===== config.mk =====
export PLATFORM = sky130hd
export DESIGN_NAME = kbd_host_tx
export DESIGN_NICKNAME = d
export VERILOG_FILES = /design/src/rtl/kbd_host_tx.sv
export SDC_FILE = /design/constraint.sdc
export NUM_CORES = 1
export LEC_CHECK = 0
export ABC_AREA = 1
export ABC_CLOCK_PERIOD_IN_PS = 2550
export BUFFER_PORTS_ARGS = -buffer_cell sky130_fd_sc_hd__buf_4
export CORE_MARGIN = 8
export CORE_UTILIZATION = 45
export DETAILED_ROUTE_END_ITERATION = 16
export PLACE_DENSITY = 0.74
export SLEW_MARGIN = 10
export SYNTH_ARGS = -nofsm -noshare
export SYNTH_HDL_FRONTEND = slang
export SYNTH_SLANG_ARGS = --single-unit

===== constraint.sdc =====
create_clock -name clk -period 2.55 [get_ports clk]
set_clock_uncertainty 0.15 [all_clocks]
set_input_delay 0.1275 -clock clk [delete_from_list [all_inputs] [get_ports clk]]
set_output_delay 0.1275 -clock clk [all_outputs]
set_load 0.02 [all_outputs]

===== src/rtl/kbd_host_tx.sv =====
// PS/2 host-to-device command transmitter: inhibit, start bit, 8 data bits,
// odd parity, stop, then device ack and line release.
//
// Ports:
//   clk, reset        system clock, synchronous active-high reset
//   tx_data[7:0]      command byte, latched when tx_start is accepted
//   tx_start          request pulse, accepted only while idle
//   ps2clk, ps2data   PS/2 lines as read back at the pads
//   ps2clk_low        1 = pull ps2clk low, 0 = release
//   ps2data_low       1 = pull ps2data low, 0 = release
//   busy              high from acceptance until back in idle
//   done              one-cycle pulse: frame sent and acked
//   err               one-cycle pulse: no ack or timeout
module kbd_host_tx #(
  parameter int INHIBIT_CYCLES = 5000,
  parameter int TIMEOUT_CYCLES = 750000
) (
  input  logic       clk,
  input  logic       reset,
  input  logic [7:0] tx_data,
  input  logic       tx_start,
  input  logic       ps2clk,
  input  logic       ps2data,
  output logic       ps2clk_low,
  output logic       ps2data_low,
  output logic       busy,
  output logic       done,
  output logic       err
);

  localparam int IW = $clog2(INHIBIT_CYCLES + 1);
  localparam int TW = $clog2(TIMEOUT_CYCLES + 1);

  localparam logic [IW-1:0] INH_LAST = IW'(INHIBIT_CYCLES - 1);
  localparam logic [TW-1:0] TO_LAST  = TW'(TIMEOUT_CYCLES - 1);

  typedef enum logic [2:0] {
    IDLE,
    INHIBIT,
    SEND,
    ACK,
    RELEASE
  } state_t;

  state_t state_q, state_d;

  logic [7:0]    s_q, s_d;
  logic [9:0]    fr_q, fr_d;
  logic [3:0]    bc_q, bc_d;
  logic [IW-1:0] icnt_q, icnt_d;
  logic [TW-1:0] tcnt_q, tcnt_d;
  logic          clk_low_q, clk_low_d;
  logic          data_low_q, data_low_d;
  logic          busy_q, busy_d;
  logic          done_q, done_d;
  logic          err_q, err_d;

  logic          fall;
  logic          to_hit;

  // Falling edge only after four high samples followed by four low ones;
  // this rejects glitches on the slow open-collector clock line.
  assign fall   = (s_q[7:4] == 4'hF) && (s_q[3:0] == 4'h0);
  assign to_hit = (tcnt_q == TO_LAST);

  always_comb begin
    state_d    = state_q;
    s_d        = {s_q[6:0], ps2clk};
    fr_d       = fr_q;
    bc_d       = bc_q;
    icnt_d     = icnt_q;
    tcnt_d     = tcnt_q;
    clk_low_d  = clk_low_q;
    data_low_d = data_low_q;
    busy_d     = busy_q;
    done_d     = 1'b0;
    err_d      = 1'b0;

    unique case (state_q)
      IDLE: begin
        clk_low_d  = 1'b0;
        data_low_d = 1'b0;
        busy_d     = 1'b0;
        if (tx_start) begin
          // stop, odd parity, data; shifted out LSB first
          fr_d      = {1'b1, ~^tx_data, tx_data};
          bc_d      = 4'd0;
          icnt_d    = '0;
          busy_d    = 1'b1;
          clk_low_d = 1'b1;
          state_d   = INHIBIT;
        end
      end

      INHIBIT: begin
        if (icnt_q == INH_LAST) begin
          // Start bit goes out as the clock is handed back to the device.
          clk_low_d  = 1'b0;
          data_low_d = 1'b1;
          tcnt_d     = '0;
          state_d    = SEND;
        end else begin
          icnt_d = icnt_q + IW'(1);
        end
      end

      SEND: begin
        if (to_hit) begin
          clk_low_d  = 1'b0;
          data_low_d = 1'b0;
          busy_d     = 1'b0;
          err_d      = 1'b1;
          state_d    = IDLE;
        end else begin
          tcnt_d = tcnt_q + TW'(1);
          if (fall) begin
            data_low_d = ~fr_q[0];
            fr_d       = {1'b0, fr_q[9:1]};
            bc_d       = bc_q + 4'd1;
            // Tenth fall has just put the stop bit on the line.
            if (bc_q == 4'd9) begin
              state_d = ACK;
            end
          end
        end
      end

      ACK: begin
        if (to_hit) begin
          clk_low_d  = 1'b0;
          data_low_d = 1'b0;
          busy_d     = 1'b0;
          err_d      = 1'b1;
          state_d    = IDLE;
        end else begin
          tcnt_d = tcnt_q + TW'(1);
          if (fall) begin
            if (ps2data) begin
              clk_low_d  = 1'b0;
              data_low_d = 1'b0;
              busy_d     = 1'b0;
              err_d      = 1'b1;
              state_d    = IDLE;
            end else begin
              state_d = RELEASE;
            end
          end
        end
      end

      RELEASE: begin
        // Device is finished once both lines float high together.
        if (ps2clk && ps2data) begin
          clk_low_d  = 1'b0;
          data_low_d = 1'b0;
          busy_d     = 1'b0;
          done_d     = 1'b1;
          state_d    = IDLE;
        end
      end

      default: begin
        clk_low_d  = 1'b0;
        data_low_d = 1'b0;
        busy_d     = 1'b0;
        state_d    = IDLE;
      end
    endcase
  end

  always_ff @(posedge clk) begin
    if (reset) begin
      state_q    <= IDLE;
      s_q        <= '0;
      fr_q       <= '0;
      bc_q       <= '0;
      icnt_q     <= '0;
      tcnt_q     <= '0;
      clk_low_q  <= 1'b0;
      data_low_q <= 1'b0;
      busy_q     <= 1'b0;
      done_q     <= 1'b0;
      err_q      <= 1'b0;
    end else begin
      state_q    <= state_d;
      s_q        <= s_d;
      fr_q       <= fr_d;
      bc_q       <= bc_d;
      icnt_q     <= icnt_d;
      tcnt_q     <= tcnt_d;
      clk_low_q  <= clk_low_d;
      data_low_q <= data_low_d;
      busy_q     <= busy_d;
      done_q     <= done_d;
      err_q      <= err_d;
    end
  end

  assign ps2clk_low  = clk_low_q;
  assign ps2data_low = data_low_q;
  assign busy        = busy_q;
  assign done        = done_q;
  assign err         = err_q;

endmodule


==> results of run 1 <==
## cells in the mapped netlist, drive strengths merged
master	instances	area, sq um
a21boi	2	15.01
nor4	1	6.260
nand4	11	68.82
buf	10	85.07
clkbuf	4	15.01
nand3	41	232.7
a31oi	1	6.260
nand2	163	654.4
inv	63	239.0
a211oi	1	7.510
nand3b	2	15.01
a21oi	33	180.2
xor2	7	61.31
o21ai	19	102.6
xnor2	5	43.79
nor2	103	419.2
nor3	12	71.32
o21bai	1	7.510
or2	6	37.54
dfxtp	63	1261
o211a	1	10.01
ha	4	50.05
and3b	1	8.760
## worst register-to-register path, stage by stage (launching register included)
cell and delay (ns):
dfxtp_1 0.46, nand2_2 0.27, inv_2 0.30, nand2_4 0.10
a21oi_2 0.45, inv_2 0.24, nor2_1 0.16, nor2_1 0.06
## path summary, 6_finish.rpt
| kind | start | end | slack, ns | cells past startpoint |
|---|---|---|---|---|
| setup / recovery | state_q[1] | fr_q[2] | 0.25 | 7 |
| hold / removal | reset | tcnt_q[16] | 0.01 | 2 |
| setup reg to reg | state_q[1] | fr_q[2] | 0.25 | 7 |
| hold reg to reg | s_q[6] | s_q[7] | 0.27 | 2 |
## sequential cells by signal (all words and copies together) (netlist names), 3 cells and up
name,flops
tcnt_q,20
icnt_q,13
fr_q,10
s_q,8
bc_q,4
state_q,3
## final cells by class
| type | count | area [sq um] |
|---|---|---|
| fill | 720 | 3638 |
| clock buffer | 10 | 137.6 |
| clock inverter | 6 | 83.83 |
| timing repair buffer | 28 | 235.2 |
| tap | 102 | 127.6 |
| inverter | 63 | 239.0 |
| multi-input combinational | 415 | 2004 |
| sequential | 63 | 1261 |
## repair_timing
action / 4_1_cts / 5_1_grt
endpoints found under the setup margin: 0 / 1
hold buffers: 9 / 1
resized for setup: 0 / 0
hold endpoints to repair: 10 / 1
## power by group through the flow
stage	Combinational, mW	Clock [mW]	Sequential [mW]
after floorplan	1.02	0	1.27
after global placement	1.13	0	1.26
after detailed placement	1.16	0	1.26
after CTS	1.18	0.995	1.25
after global routing	1.37	1.04	1.27
final	1.21	0.980	1.25
## layer usage
metal / GRT usage / vias to the layer above / wire length, um
li1: - / 1800 / -
met1: 0.1829 / 1552 / 3763
met2: 0.2478 / 128 / 3862
met3: 0.04629 / 16 / 525
met4: 0.06014 / 0 / 133
met5: 0 / - / 0
## through the flow
| stage | cell area [sq um] | setup WS (ns) | utilization |
|---|---|---|---|
| 6_report | 4089 | 0.2516 | 0.5291 |
| 5_1_grt | 4089 | 0.04316 | 0.5291 |
| 4_1_cts | 4073 | 0.2691 | 0.5270 |
| 3_5_place_dp | 3761 | 0.2890 | 0.4867 |
| 3_3_place_gp | 3761 | 0.3389 | 0.4867 |
| 2_1_floorplan | 3598 | 0.7385 | - |
## layout by cell type, fill, tap and decap left out, drive strengths merged, types with 5 or more instances in the layout
cell         count
a21oi           33
nand3           41
nand4           11
or2              6
dfxtp           63
buf             18
xnor2            5
nand2          163
nor2           104
dlygate4sd3     10
clkbuf          10
nor3            12
xor2             7
inv             63
o21ai           19
## kinds of logic after synthesis
| logic type | share of synthesized area |
|---|---|
| simple gates | 0.4207 |
| buf+inv | 0.09422 |
| flops | 0.3505 |
| compound gates | 0.09145 |
| xor+xnor | 0.02921 |
| fa+ha+maj | 0.01391 |
==> metrics.md, run 1 <==
| Metric | Value |
|---|---|
| CP max FO | `15` |
| Cell variety after synth | `39` |
| # Max-Cap Violations | `0` |
| Crit path buffers/inverters | `2` |
| TritonCTS clock tree | `done` |
| Pin count of the biggest net entering global routing | `30` |
| Global-route wire length before repair | `14190 um` |
| DRT iter0 DRCs | `224` |
| Yosys warns | `0` |
| IO Count | `18` |
| Syn_area_per_cell | `around 6.5 sq um` |
| Detail Placement HPWL | `between 5000 and 6000 um` |
| Area growth from synthesis to layout | `13.63%` |
| Htree depth | `3` |
| TritonRoute pass-1 iters | `5` |
| Root Driver | `clkbuf_8` |
| Worst path max stage delay | `0.46 ns` |
| Critical path's slowest cell | `dfxtp_1` |
| GRT overflow | `0` |
| Fin cells | `687` |
| CTS sink cnt | `63` |
| P per Cell Area | `between 800 and 900 nW/um^2` |
| IO Port Bufs | `17` |
| Core area | `7727 sq um` |
| Crit path cell chain | `nand2_2 > inv_2 > nand2_4 > a21oi_2 > inv_2 > nor2_1 > nor2_1` |
| Antenna cell count | `0` |
| CP Class | `flip-flop to flip-flop` |
| Die Footprint | `11110 sq um` |
| Worst vdd ir | `0.3193 mV` |
| Clock slew at reported path FFs | `0.07 ns` |
| Static Leakage | `1.728 nW` |
| Layout cells sized above 1 | `0.1316` |
| Min-delay worst type | `input pin to flip-flop` |
| Min Tclk post-route | `around 2.3 ns` |
| Initial antenna violation count | `0` |
| RSZ-0062 raised after global routing | `no` |
| Switch share | `0.3963` |
| Clock Tree Buf Depth | `2` |
| Critical path data required time | `2.64 ns` |
| Max_slew headroom | `0.5821` |
| Vias in the first global route | `3206` |
| P_int | `roughly 2.1 mW` |
| Post-Syn Instances | `554` |
| Via Count | `about 3500` |
| Sequential area share after synthesis | `0.3505` |
| Nets | `597` |
| Crit start category | `flip-flop` |
| Worst Tran Pin Value | `0.6262 ns` |
| Hold Fails Final Rpt | `0` |
| ANT nets after route | `0` |
| Crit path max-delay family | `simple AND/OR/NAND/NOR gates` |
| TNS Setup | `0 ns` |
| Syn Nets | `571` |
| Overall power | `3.440 mW` |
| Fin crit share | `0.9013` |
| Wire per inst | `12.06 um` |
| Die span in y | `~110 um` |
| Clock power share | `0.285` |
| Register bit total from synthesis | `63` |
| DR vias/cell | `5.089` |
| CP endpoint kind | `flip-flop` |
| Starting Density | `0.4657` |
| Row cnt | `32` |
| Total net switching power | `1.363 mW` |
| Gp weighted congestion | `0.9297` |
| Status | `complete, no violations` |
| Placed cell count | `660` |
| Gate power share | `0.352` |
| Worst-Skew Late Latency | `approximately 0.35 ns` |
| Die W | `105.4 um` |
| # setup viols final | `0` |
| Post-CTS Setup Repair Bufs | `0` |
| Synthesized area | `3598 sq um` |
| Share of power burned in registers | `0.363` |
| Num CTS Buffers | `9` |
| Residual DRC | `0` |
| Slew Limit Fails | `0` |
| CP arrival | `2.39 ns` |
| GRT Overall Usage | `0.1520` |
| Total routed wirelength | `8285 um` |
| Hold WS | `0.01271 ns` |
| Peak Freq | `0.4351 GHz` |
No activity file was read; power rests on OpenSTA's default activity.
==> run 2, diff against run 1 <==
- ABC_AREA: 1 -> not set
==> metrics.md, run 2 <==
| Metric | Value |
|---|---|
| Status | `complete, no violations` |
| Global-route wire length before repair | `between 10000 and 15000 um` |
| Core Util, Final | `0.5678` |
| Die W | `100.8 um` |
| GRT Overall Usage | `0.1653` |
| Commonest non-fill, non-tap cell in the layout | `dfxtp_1` |
| Worst Tran Pin Value | `0.7080 ns` |
| Synth cell count leaders | `63 x dfxtp_1, 54 x nand2_1, 28 x a21oi_1, 25 x nor2_1, 18 x xnor2_1` |
| Largest Register | `tcnt_q` |
| Clock Tree Buf Depth | `2` |
| Post-Synth XOR/XNOR Area | `0.05143` |
| Register bit total from synthesis | `63` |
| # Max-Cap Violations | `0` |
| Wire per inst | `14.66 um` |
| Worst-Skew Late Latency | `about 0.34 ns` |
| Mux share of post-synthesis cell area | `0.05027` |
| Clock power share | `0.279` |
| Root Driver | `clkbuf_8` |
| Cell variety after synth | `50` |
| Main combinational cell family by area after synthesis | `simple AND/OR/NAND/NOR gates` |
| TritonCTS clock tree | `done` |
| Syn_area_per_cell | `8.382 sq um` |
| Fin cells | `546` |
| CP endpoint kind | `flip-flop` |
| ANT nets after route | `0` |
| Placed cell count | `~520` |
| Htree depth | `3` |
| Residual DRC | `0` |
| TNS Setup | `0 ns` |
| Fin crit share | `0.9801` |
| Via Count | `~3000` |
| GRT met1 Usage | `0.1990` |
| Switch share | `0.3425` |
| Starting Density | `0.4558` |
| Predominant post-synthesis flop cell | `dfxtp_1` |
| Most frequent cells in the layout | `62 x dfxtp_1, 54 x nand2_1, 54 x buf_4, 28 x a21oi_1, 23 x nor2_1` |
| Max_slew headroom | `0.5275` |
| Synth Area in Simple Gates | `0.2796` |
| Most used cell along the critical path | `or4_4` |
| Post-Syn Instances | `386` |
| IO Port Bufs | `17` |
| Min Tclk post-route | `about 2.5 ns` |
| CP Class | `flip-flop to flip-flop` |
| Clock slew at reported path FFs | `0.07 ns` |
| Min-delay worst type | `input pin to flip-flop` |
| Area growth from synthesis to layout | `24.56%` |
| M3 GR Usage | `0.03867` |
| Top Registers | `tcnt_q: 20 flops, icnt_q: 13 flops, fr_q: 10 flops` |
| Met2 Track Usage GR | `0.2746` |
| Number of flip-flops in the largest register | `20` |
| Total net switching power | `1.059 mW` |
| # setup viols final | `0` |
| DRT iter0 DRCs | `108` |
| P per Cell Area | `767.0 nW/um^2` |
| Die span in y | `a little over 100 um` |
| Crit start category | `flip-flop` |
| Critical path data required time | `2.62 ns` |
| Gate power share | `0.335` |
| Synth area leader | `dfxtp_1` |
| Detail Placement HPWL | `5412 um` |
| Yosys warns | `0` |
| Syn Nets | `403` |
| Critical path's slowest cell | `or4_4` |
| Synthesized area | `3236 sq um` |
| Reg-to-reg slack, setup | `0.05 ns` |
| Crit path max-delay family | `simple AND/OR/NAND/NOR gates` |
| Gp weighted congestion | `0.9044` |
| Antenna cell count | `0` |
| Synth top area cells | `dfxtp_1 39%, nand2_1 6.3%, xnor2_1 4.9%` |
| Static Leakage | `1.385 nW` |
| Die Footprint | `10160 sq um` |
| Synth Area in Adders | `0.01547` |
| Number of synthesized flops with an enable pin | `0` |
| Peak Freq | `0.4001 GHz` |
| Vias in the first global route | `2973` |
| CP max FO | `5` |
| Core area | `about 7100 sq um` |
| Share of power burned in registers | `0.385` |
| Nets | `459` |
| Hold Fails Final Rpt | `0` |
| Ys async rst share | `0` |
| GR peak layer | `met2` |
| Row cnt | `31` |
| P_int | `2.032 mW` |
| CP arrival | `between 2 and 3 ns` |
| Num CTS Buffers | `9` |
| DR vias/cell | `5.623` |
| Top-count cell post-synth | `dfxtp_1` |
| GRT overflow | `0` |
| TritonRoute pass-1 iters | `5` |
| Slew Limit Fails | `0` |
| Total routed wirelength | `8003 um` |
| Layout cells sized above 1 | `0.2013` |
| Synth Area in Compound Gates | `0.1829` |
| Synth top area share | `0.3898` |
| Initial antenna violation count | `0` |
| Crit path cell chain | `or4_4 > or4_4 > o211ai_2 > or3b_4 > mux2_4` |
| Fillers | `651` |
| Crit path buffers/inverters | `0` |
| IO Count | `18` |
| Worst path max stage delay | `0.53 ns` |
| Sequential area share after synthesis | `0.3898` |
| CTS sink cnt | `63` |
| Worst vdd ir | `between 0.4 and 0.5 mV` |
| Pin count of the biggest net entering global routing | `51` |
[run 2: kinds of logic (layout without fill, tap and decap cells)]
group,count (synthesis),count (layout)
buf+inv,25,86
simple gates,171,171
flops,63,63
fa+ha+maj,4,4
mux,16,16
xor+xnor,19,19
compound gates,88,88
[run 2: worst reg2reg max path, delay by kind of cell, from the launching register on]
family / cells / cell delay (ns)
compound gates: 1 / 0.19
flops: 1 / 0.32
mux: 1 / 0.30
simple gates: 3 / 1.41
[run 2: layer usage]
metal	wire length, um	vias to the layer above
li1	-	1534
met1	3574	1445
met2	3933	74
met3	362	17
met4	132	0
met5	0	-
[run 2: per-stage QoR]
| stage | worst slack (ns) | cell area (sq um) | hold WS (ns) | total power [mW] |
|---|---|---|---|---|
| finish | 0.05064 | 4030 | 0.09825 | 3.091 |
| global route | -0.006072 | 4030 | 0.1202 | 3.286 |
| CTS | 0.01269 | 3984 | 0.08295 | 3.063 |
| detailed placement | 0.007012 | 3681 | 0.2409 | 2.182 |
| global placement | 0.05875 | 3681 | 0.2419 | 2.154 |
| floorplan | 0.01989 | 3236 | 0.1234 | 1.838 |
[run 2: final cells by class]
class / count / area, sq um / area share
sequential: 63 / 1262 / 0.3133
timing repair buffer: 64 / 505.5 / 0.1254
clock buffer: 11 / 141.4 / 0.03508
multi-input combinational: 298 / 1917 / 0.4756
inverter: 6 / 22.52 / 0.005588
clock inverter: 5 / 57.56 / 0.01428
tap: 99 / 123.9 / 0.03074
[run 2: timing repair]
| item | 4_1_cts | 5_1_grt |
|---|---|---|
| hold buffers | 10 | 0 |
| gates resized for setup | 1 | 13 |
| hold endpoints to repair | 12 | 0 |
| pin swaps | 0 | 1 |
| setup buffers | 0 | 1 |
| setup endpoints to repair | 1 | 17 |
[run 2: power groups by stage]
stage               clock (mW)  combinational, mW  sequential (mW)
floorplan                    0              0.618             1.22
global placement             0              0.947             1.21
detailed placement           0              0.970             1.21
CTS                      0.880              0.991             1.19
global route             0.925               1.15             1.21
finish                   0.864               1.04             1.19
[run 2: path summary, 6_finish.rpt]
path	start	to	cells past startpoint
hold / removal	reset	s_q[5]	2
hold reg to reg	tcnt_q[17]	tcnt_q[17]	2
setup reg to reg	tcnt_q[4]	state_q[0]	5
setup / recovery	tcnt_q[4]	state_q[0]	5
==> run 3, diff against run 2 <==
- CORE_UTILIZATION: 45 -> 50
- PLACE_DENSITY: 0.74 -> 0.79
==> metrics.md, run 3 (synthesized netlist as in run 2, its figures left out) <==
| Metric | Value |
|---|---|
| P per Cell Area | `just under 800 nW/um^2` |
| Clock slew at reported path FFs | `roughly 0.07 ns` |
| Residual DRC | `0` |
| Global-route wire length before repair | `about 13000 um` |
| Crit path cell chain | `or4_4 > or4_4 > o211ai_2 > or3b_4 > mux2_4` |
| DRT iter0 DRCs | `200` |
| Clock power share | `0.276` |
| Area growth from synthesis to layout | `21.42%` |
| Most used cell along the critical path | `or4_4` |
| GRT Overall Usage | `0.1747` |
| Overall power | `approximately 3 mW` |
| Num CTS Buffers | `9` |
| IO Count | `18` |
| Initial antenna violation count | `0` |
| Wire per inst | `15.29 um` |
| TNS Setup | `0 ns` |
| Fin crit share | `0.9968` |
| TritonRoute pass-1 iters | `4` |
| Clock Tree Buf Depth | `2` |
| Top Registers | `tcnt_q: 20 flops, icnt_q: 13 flops, fr_q: 10 flops` |
| CP arrival | `between 2 and 3 ns` |
| Crit path max-delay family | `simple AND/OR/NAND/NOR gates` |
| Layout cells sized above 1 | `0.1795` |
| GRT met1 Usage | `0.2119` |
| Detail Placement HPWL | `5277 um` |
| Peak Freq | `0.3934 GHz` |
| Vias in the first global route | `2868` |
| Worst-Skew Late Latency | `0.35 ns` |
| Via Count | `3051` |
| RSZ-0062 raised after global routing | `yes` |
| Share of power burned in registers | `0.394` |
| IO Port Bufs | `17` |
| CP Class | `flip-flop to flip-flop` |
| Total net switching power | `around 1.0 mW` |
| Crit start category | `flip-flop` |
| Status | `complete, no violations` |
| M3 GR Usage | `0.04714` |
| CP max FO | `4` |
| DR vias/cell | `5.901` |
| Hold Fails Final Rpt | `0` |
| GRT overflow | `0` |
| Pre-CTS setup slack | `-0.01477 ns` |
| GR peak layer | `met2` |
| CP startpoint | `tcnt_q[4]` |
| TritonCTS clock tree | `done` |
| Pin count of the biggest net entering global routing | `between 50 and 60` |
| CP endpoint kind | `flip-flop` |
| ANT nets after route | `0` |
| Min-delay worst type | `input pin to flip-flop` |
| Antenna cell count | `0` |
| Crit path buffers/inverters | `0` |
| Static Leakage | `1.357 nW` |
| Commonest non-fill, non-tap cell in the layout | `dfxtp_1` |
| Die W | `96.45 um` |
| Nets | `452` |
| Htree depth | `3` |
| Die span in y | `96.45 um` |
| Die Footprint | `9302 sq um` |
| Number of flip-flops in the largest register | `20` |
| Largest Register | `tcnt_q` |
| Min Tclk post-route | `2.542 ns` |
| Hold Crit Start | `reset` |
| Total routed wirelength | `7906 um` |
| Switch share | `0.3397` |
| Fillers | `521` |
| Max_slew headroom | `0.5488` |
| CTS sink cnt | `63` |
| # Max-Cap Violations | `0` |
| Met2 Track Usage GR | `0.2847` |
| Core area | `6314 sq um` |
| Gate power share | `0.330` |
| Most frequent cells in the layout | `62 x dfxtp_1, 54 x nand2_1, 47 x buf_4, 28 x a21oi_1, 23 x nor2_1` |
| Critical path data required time | `2.63 ns` |
| Fin worst setup slack | `0.008210 ns` |
| # setup viols final | `0` |
| Gp weighted congestion | `0.9169` |
| P_int | `2.024 mW` |
| FF-to-FF Start | `tcnt_q[4]` |
| Worst Tran Pin Value | `between 0.6 and 0.7 ns` |
| Critical path's slowest cell | `or4_4` |
| Worst path max stage delay | `approximately 0.53 ns` |
| Slew Limit Fails | `0` |
| Row cnt | `29` |
| Worst vdd ir | `between 0.6 and 0.7 mV` |
| Root Driver | `clkbuf_8` |
| Starting Density | `0.5125` |
-- run 3: metal layers --
metal  vias up  wire [um]
met3        14        348
met5         -          0
met1      1448       3463
met4         0        147
met2        66       3947
li1       1523          -
-- run 3: final cells by class --
class | count | area (sq um) | share of cell area
clock buffers | 12 | 145.1 | 0.03694
clock inverters | 4 | 45.04 | 0.01146
inverters | 6 | 22.52 | 0.005732
multi-input cells | 298 | 1904 | 0.4847
flip-flops and latches | 63 | 1262 | 0.3213
well taps | 77 | 96.34 | 0.02452
repair buffers | 57 | 452.9 | 0.1153
-- run 3: worst paths after layout --
| path | cells past startpoint | slack, ns | endpoint |
|---|---|---|---|
| hold reg to reg | 2 | 0.32 | tcnt_q[17] |
| setup reg to reg | 5 | 0.008 | state_q[0] |
| setup / recovery | 5 | 0.008 | state_q[0] |
| hold / removal | 2 | 0.08 | icnt_q[0] |
-- run 3: power by group through the flow --
stage,Sequential (mW),Clock [mW],Combinational (mW)
final,1.21,0.845,1.01
after global routing,1.22,0.900,1.11
after CTS,1.21,0.860,0.965
after detailed placement,1.23,0,0.943
after global placement,1.22,0,0.928
after floorplan,1.22,0,0.618
-- run 3: through the flow --
| stage | hold WS [ns] | cell area, sq um | utilization | instances |
|---|---|---|---|---|
| 2_1_floorplan | 0.1234 | 3236 | - | 386 |
| 3_3_place_gp | 0.2424 | 3601 | 0.5704 | 490 |
| 3_5_place_dp | 0.2376 | 3601 | 0.5704 | 490 |
| 4_1_cts | 0.06832 | 3895 | 0.6169 | 516 |
| 5_1_grt | 0.1006 | 3929 | 0.6223 | 517 |
| 6_report | 0.08345 | 3929 | 0.6223 | 517 |
-- run 3: timing repair --
action	4_1_cts	5_1_grt
hold endpoints to repair	12	0
hold buffers	10	0
setup endpoints to repair	1	9
pin swaps	0	2
buffers inserted	0	1
gates resized for setup	1	10
-- run 3: worst reg2reg max path, cell delays in order (launching register included) --
cell	delay (ns)
dfxtp_2	0.32
or4_4	0.53
or4_4	0.53
o211ai_2	0.17
or3b_4	0.42
mux2_4	0.31
